$ cat src/rtl/wb_regfile.sv
// Write-back pipeline register (M->W) merged with the Y86-64 register file.
// Commits valE/valM, bypasses the pending write-back to decode, and halts on the first exception.
module wb_regfile #(
   parameter int DATA_W = 64,
   parameter int CNT_W  = 32
) (
   input  logic              clk,
   input  logic              rst_n,
   input  logic              m_valid,
   input  logic [1:0]        m_stat,
   input  logic [3:0]        m_icode,
   input  logic [3:0]        m_dstE,
   input  logic [3:0]        m_dstM,
   input  logic [DATA_W-1:0] m_valE,
   input  logic [DATA_W-1:0] m_valM,
   input  logic              w_stall,
   input  logic              w_bubble,
   input  logic [3:0]        srcA,
   input  logic [3:0]        srcB,
   output logic [DATA_W-1:0] valA_o,
   output logic [DATA_W-1:0] valB_o,
   output logic [1:0]        w_stat_o,
   output logic              halted_o,
   output logic [CNT_W-1:0]  retired_o
);

   localparam logic [3:0] REG_NONE  = 4'hF;
   localparam logic [1:0] STAT_AOK  = 2'd0;
   localparam logic [3:0] ICODE_NOP = 4'h1;

   logic              w_valid_q, w_valid_d;
   logic [1:0]        w_stat_q,  w_stat_d;
   logic [3:0]        w_icode_q, w_icode_d;
   logic [3:0]        w_dst_e_q, w_dst_e_d;
   logic [3:0]        w_dst_m_q, w_dst_m_d;
   logic [DATA_W-1:0] w_val_e_q, w_val_e_d;
   logic [DATA_W-1:0] w_val_m_q, w_val_m_d;

   logic [DATA_W-1:0] regs_q [15];
   logic [DATA_W-1:0] regs_d [15];

   logic              halted_q,  halted_d;
   logic [1:0]        hstat_q,   hstat_d;
   logic [CNT_W-1:0]  retired_q, retired_d;

   logic              commit;
   logic              exc_entry;
   logic              byp_ok;
   logic              unused_icode;

   assign commit    = w_valid_q && (w_stat_q == STAT_AOK) && !w_stall && !halted_q;
   assign exc_entry = w_valid_q && (w_stat_q != STAT_AOK) && !w_stall && !halted_q;
   // A stalled W still bypasses: its value is architecturally pending, just not yet written.
   assign byp_ok    = w_valid_q && (w_stat_q == STAT_AOK) && !halted_q;

   assign unused_icode = ^w_icode_q;

   function automatic logic [DATA_W-1:0] read_port(input logic [3:0] src);
      logic [DATA_W-1:0] val;
      val = '0;
      if (src == REG_NONE) begin
         val = '0;
      end else if (byp_ok && (src == w_dst_m_q)) begin
         val = w_val_m_q;
      end else if (byp_ok && (src == w_dst_e_q)) begin
         val = w_val_e_q;
      end else begin
         val = regs_q[src];
      end
      return val;
   endfunction

   always_comb begin
      valA_o = read_port(srcA);
      valB_o = read_port(srcB);
   end

   always_comb begin
      w_valid_d = w_valid_q;
      w_stat_d  = w_stat_q;
      w_icode_d = w_icode_q;
      w_dst_e_d = w_dst_e_q;
      w_dst_m_d = w_dst_m_q;
      w_val_e_d = w_val_e_q;
      w_val_m_d = w_val_m_q;
      // Once halted nothing may reach W again, regardless of stall.
      if (halted_q || (!w_stall && (w_bubble || !m_valid))) begin
         w_valid_d = 1'b0;
         w_stat_d  = STAT_AOK;
         w_icode_d = ICODE_NOP;
         w_dst_e_d = REG_NONE;
         w_dst_m_d = REG_NONE;
         w_val_e_d = '0;
         w_val_m_d = '0;
      end else if (!w_stall) begin
         w_valid_d = 1'b1;
         w_stat_d  = m_stat;
         w_icode_d = m_icode;
         w_dst_e_d = m_dstE;
         w_dst_m_d = m_dstM;
         w_val_e_d = m_valE;
         w_val_m_d = m_valM;
      end
   end

   always_comb begin
      regs_d    = regs_q;
      retired_d = retired_q;
      halted_d  = halted_q;
      hstat_d   = hstat_q;
      if (commit) begin
         if (w_dst_e_q != REG_NONE) begin
            regs_d[w_dst_e_q] = w_val_e_q;
         end
         // Applied after valE so popq %rsp leaves the popped value in the register.
         if (w_dst_m_q != REG_NONE) begin
            regs_d[w_dst_m_q] = w_val_m_q;
         end
         retired_d = retired_q + 1'b1;
      end
      if (exc_entry) begin
         halted_d = 1'b1;
         hstat_d  = w_stat_q;
      end
   end

   always_ff @(posedge clk) begin
      if (!rst_n) begin
         w_valid_q <= 1'b0;
         w_stat_q  <= STAT_AOK;
         w_icode_q <= ICODE_NOP;
         w_dst_e_q <= REG_NONE;
         w_dst_m_q <= REG_NONE;
         w_val_e_q <= '0;
         w_val_m_q <= '0;
         for (int i = 0; i < 15; i++) begin
            regs_q[i] <= '0;
         end
         halted_q  <= 1'b0;
         hstat_q   <= STAT_AOK;
         retired_q <= '0;
      end else begin
         w_valid_q <= w_valid_d;
         w_stat_q  <= w_stat_d;
         w_icode_q <= w_icode_d;
         w_dst_e_q <= w_dst_e_d;
         w_dst_m_q <= w_dst_m_d;
         w_val_e_q <= w_val_e_d;
         w_val_m_q <= w_val_m_d;
         regs_q    <= regs_d;
         halted_q  <= halted_d;
         hstat_q   <= hstat_d;
         retired_q <= retired_d;
      end
   end

   assign w_stat_o  = halted_q ? hstat_q : (w_valid_q ? w_stat_q : STAT_AOK);
   assign halted_o  = halted_q;
   assign retired_o = retired_q;

endmodule

$ cat config.mk
export PLATFORM = sky130hd
export DESIGN_NAME = wb_regfile
export DESIGN_NICKNAME = d
export VERILOG_FILES = /design/src/rtl/wb_regfile.sv
export SDC_FILE = /design/constraint.sdc
export NUM_CORES = 2
export LEC_CHECK = 0
export ABC_CLOCK_PERIOD_IN_PS = 3300
export CAP_MARGIN = 10
export CORE_AREA = 2 2 374 469
export DETAILED_ROUTE_END_ITERATION = 10
export DIE_AREA = 0 0 376 471
export GPL_ROUTABILITY_DRIVEN = 0
export PLACE_DENSITY = 0.65
export SLEW_MARGIN = 10
export SYNTH_ARGS = -nofsm -noshare
export SYNTH_HDL_FRONTEND = slang
export SYNTH_SLANG_ARGS = --single-unit
$ cat constraint.sdc
create_clock -name clk -period 3.3 [get_ports clk]
set_input_delay 0.66 -clock clk [delete_from_list [all_inputs] [get_ports clk]]
set_output_delay 0.66 -clock clk [all_outputs]
set_load 0.01 [all_outputs]
==> summary.txt <==
Status
  – Status: finished, violations left
  – Violated checks: negative setup slack

Finish
  – Share of cells above drive strength 1: 0.209
  – Fillers: 15800
  – Final-stage net count: 7919
  – Area of the multi-input gates: 0.0434 mm2
  – Register area: 0.0227 mm2
  – Synthesis-to-layout area growth: 22.8%

STA
  – Minimum clock period: 3760 ps
  – Max Slew Vio Count: 0
  – Slew at the pin closest to its max-slew limit: 1220 ps
  – Final setup margin: -456 ps
  – RSZ-0062 raised after global routing: yes
  – Setup-failing EPs final: 127
  – Slew HR: 0.181
  – Setup Skew: 32.6 ps
  – Hold Violations, Final: 0
  – Max Clock Freq: 266 MHz
  – Final period util: 1.14

Die
  – Die area: 0.177 mm2
  – Core outline area: 0.173 mm2
  – Die Y: 471 um
  – Initial core utilization: 0.397
  – Ports: 318
  – Std-Cell Rows: 171
  – Die width: 376 um

Critical path
  – WP data arrival: 3100 ps
  – CP Launch Point: w_dst_e_q[2]
  – Reg2reg start: w_dst_m_q[2]
  – CP required: 2640 ps
  – CP dominant cell by count: buf_6
  – Worst setup path end: valA_o[44]
  – CP Launch Type: register
  – Critical Path Fanout Max: 10
  – CP bufs+invs: 4
  – Highest-delay cell along the critical path: dfxtp_4
  – Crit. path cell count: 9
  – Top Family by Delay on Critical Path: buffers and inverters
  – Critical Path Max Stage Delay: 340 ps
  – R2R cell count: 8
  – R2r setup slk: 470 ps
  – Terminus of the critical flop-to-flop path: regs_q[72]
  – Kind of critical path: register to output pin
  – Critical-path cell list: buf_6, xor2_2, nor4_2, nand4_1, buf_6, buf_16, o31a_1, o21ai_1, buf_2
  – CP Capture Type: output pin

Pwr
  – Clock power frac: 0.451
  – P_int: 0.0244 W
  – Combinational fraction of design power: 0.137
  – Sequential power share: 0.412
  – Leakage: 41.3 nW
  – Pwr Total: 0.0341 W
  – Sw frac: 0.285
  – Switching Power: 0.00970 W
  – Power per cell area: 405 mW/mm2
  – Peak VDD IR: 0.412 mV

Placement
  – Buffers on Ports: 313
  – Dpl ws: -531 ps
  – DPL Wire Length: 184000 um

Clock tree
  – Num CTS Buffers: 130
  – Hold-fix buffers at CTS: 0
  – Maximum clock path buffer count: 3
  – Clock root buffer: clkbuf_16
  – H-tree depth: 4
  – Clock Sinks: 1134
  – Reg clk slew, reported paths: 60 ps
  – Clock latency at the later pin of the worst-skew pair: 830 ps
  – TritonCTS clock tree: done

Drt
  – Post-DRT Antenna Nets: 0
  – Vias per cell: 6.87
  – Initial DRC count: 10100
  – Final wirelength: 311000 um
  – Routed wire length per instance: 30.7 um
  – Detailed Routing Iterations Pass 1: 9
  – Via count: 69500
  – Post-route DRC: 0

Worst hold path
  – Hold Crit Class: primary input to register

Synthesis
  – Syn nets: 7844
  – Seq/Total Area, Yosys: 0.331
  – Asr flop ratio synth: 0
  – #FFs+latches synth: 1134
  – Post-Syn Area: 0.0686 mm2
  – Ys flop type: dfxtp_1
  – Cell count after synthesis: 7688
  – Syn avg cell area: 8.92 um2
  – Yosys warns: 0
  – Number of flops mapped to enable cells by yosys: 0
  – Yosys cell types: 66

Global route
  – First-pass GRT wire length: 446000 um
  – Antenna violations before repair: 12
  – All-Layer GR Usage: 0.333
  – Grt ovf: 0
  – Largest net degree at the start of global routing: 160
  – Vias in the first global route: 67100

Flow run
  – Max-Cap Viols: 0
## registers in the layout, summed over array words and instances, names as in the netlist
name	cells
halted_o	1
w_dst_e_q	4
retired_o	32
w_dst_m_q	4
w_val_m_q	64
regs_q	960
w_stat_q	2
w_val_e_q	64
hstat_q	2
w_valid_q	1
## how the worst min path moves through the flow
stage,start,to,depth (start not counted)
CTS,w_stall,w_valid_q,2
global placement,regs_q[545],regs_q[545],2
detailed placement,regs_q[806],regs_q[806],2
finish,w_stall,w_valid_q,2
floorplan,regs_q[535],regs_q[535],2
global route,w_stall,w_valid_q,2
## cells in the final DEF, fill, tap and decap left out, types with 25 or more instances in the layout
cell,instances
mux2i_1,841
o21ai_1,55
o2bb2ai_1,131
buf_6,64
dfxtp_1,1122
nor2_2,25
a221o_1,63
buf_12,207
buf_4,374
or2_2,25
o211ai_1,81
a21oi_1,226
mux4_2,258
nand2_1,1189
o31a_1,62
nand2_4,33
clkbuf_1,28
nor2_1,237
buf_2,102
o22ai_1,161
mux2_2,63
o22a_1,63
and2_1,35
o21ai_2,73
clkdlybuf4s50_1,175
nand3_1,435
o21ai_0,242
o32ai_1,50
o211a_1,768
clkbuf_16,140
o221ai_1,63
## cell families after synthesis
| group | share of synthesized area |
|---|---|
| AO/OA/AOI/OAI | 0.251 |
| XOR/XNOR | 0.00523 |
| adder cells (fa/ha/maj) | 0.000182 |
| buffers and inverters | 0.0624 |
| flip-flops | 0.331 |
| multiplexers | 0.218 |
| AND/OR/NAND/NOR | 0.133 |
## cell type report
type	instances	area share
antenna	3	0.0000891
clock buffer	179	0.0436
tap	2249	0.0334
multi-input combinational	5525	0.516
sequential	1134	0.270
inverter	11	0.000490
clock inverter	52	0.00878
timing repair buffer	961	0.128
## power by group through the flow
stage               sequential [W]  clock (W)  combinational (W)
finish                      0.0140     0.0154            0.00466
detailed placement          0.0143          0            0.00434
global placement            0.0143          0            0.00431
CTS                         0.0140     0.0155            0.00444
floorplan                   0.0142          0            0.00234
global route                0.0140     0.0160            0.00477
## synthesized netlist by cell type, drive strengths merged, types with 4 or more instances
cell | number | area, um2
nand2 | 1247 | 4680
dfxtp | 1134 | 22700
mux2i | 841 | 8420
o211a | 769 | 7700
clkbuf | 703 | 2640
nand3 | 441 | 2210
o21ai | 378 | 1900
buf | 315 | 1600
nor2 | 286 | 1090
mux4 | 258 | 5810
a21oi | 232 | 1180
o22ai | 162 | 1010
o2bb2ai | 131 | 1150
o211ai | 81 | 608
a221o | 63 | 631
a31oi | 63 | 394
mux2 | 63 | 709
o221ai | 63 | 552
o22a | 63 | 552
o31a | 63 | 552
o32ai | 50 | 438
and2 | 40 | 250
a21boi | 39 | 293
or2 | 30 | 188
o311ai | 21 | 184
xnor2 | 21 | 184
xor2 | 20 | 175
nor2b | 14 | 87.6
nor3 | 12 | 65.1
inv | 11 | 41.3
nand4 | 11 | 75.1
nor4 | 11 | 83.8
and4 | 9 | 78.8
nand2b | 6 | 37.5
nor4b | 6 | 88.8
o21a | 6 | 45.0
or3 | 6 | 37.5
nor3b | 4 | 41.3
## per-layer routing
| layer | global-route usage | up-vias | share of wire |
|---|---|---|---|
| met5 | 0 | - | 0.00061 |
| met1 | 0.407 | 34000 | 0.36 |
| li1 | - | 28700 | - |
| met2 | 0.502 | 5294 | 0.43 |
| met3 | 0.0922 | 1492 | 0.12 |
| met4 | 0.243 | 18 | 0.083 |
## metrics by stage
| stage | instance area [um2] | utilization | instances | hold WS (ps) | setup TNS (ps) |
|---|---|---|---|---|---|
| after floorplan | 68600 | - | 7688 | 437 | 0 |
| after global placement | 77200 | 0.447 | 9789 | 445 | -32920 |
| after detailed placement | 77200 | 0.447 | 9789 | 463 | -32770 |
| after CTS | 83300 | 0.482 | 10100 | 186 | -22540 |
| after global routing | 84200 | 0.487 | 10100 | 216 | -44740 |
| final | 84200 | 0.487 | 10100 | 239 | -36270 |
## what timing repair did
item / in CTS / in global routing
hold endpoints to repair: 0 / 0
endpoints found under the setup margin: 128 / 128
resized for setup: 802 / 193
pin swaps: 108 / 53
gates cloned: 15 / 10
buffers inserted: 63 / 19
Note: power is estimated with default switching activity, not from simulation.
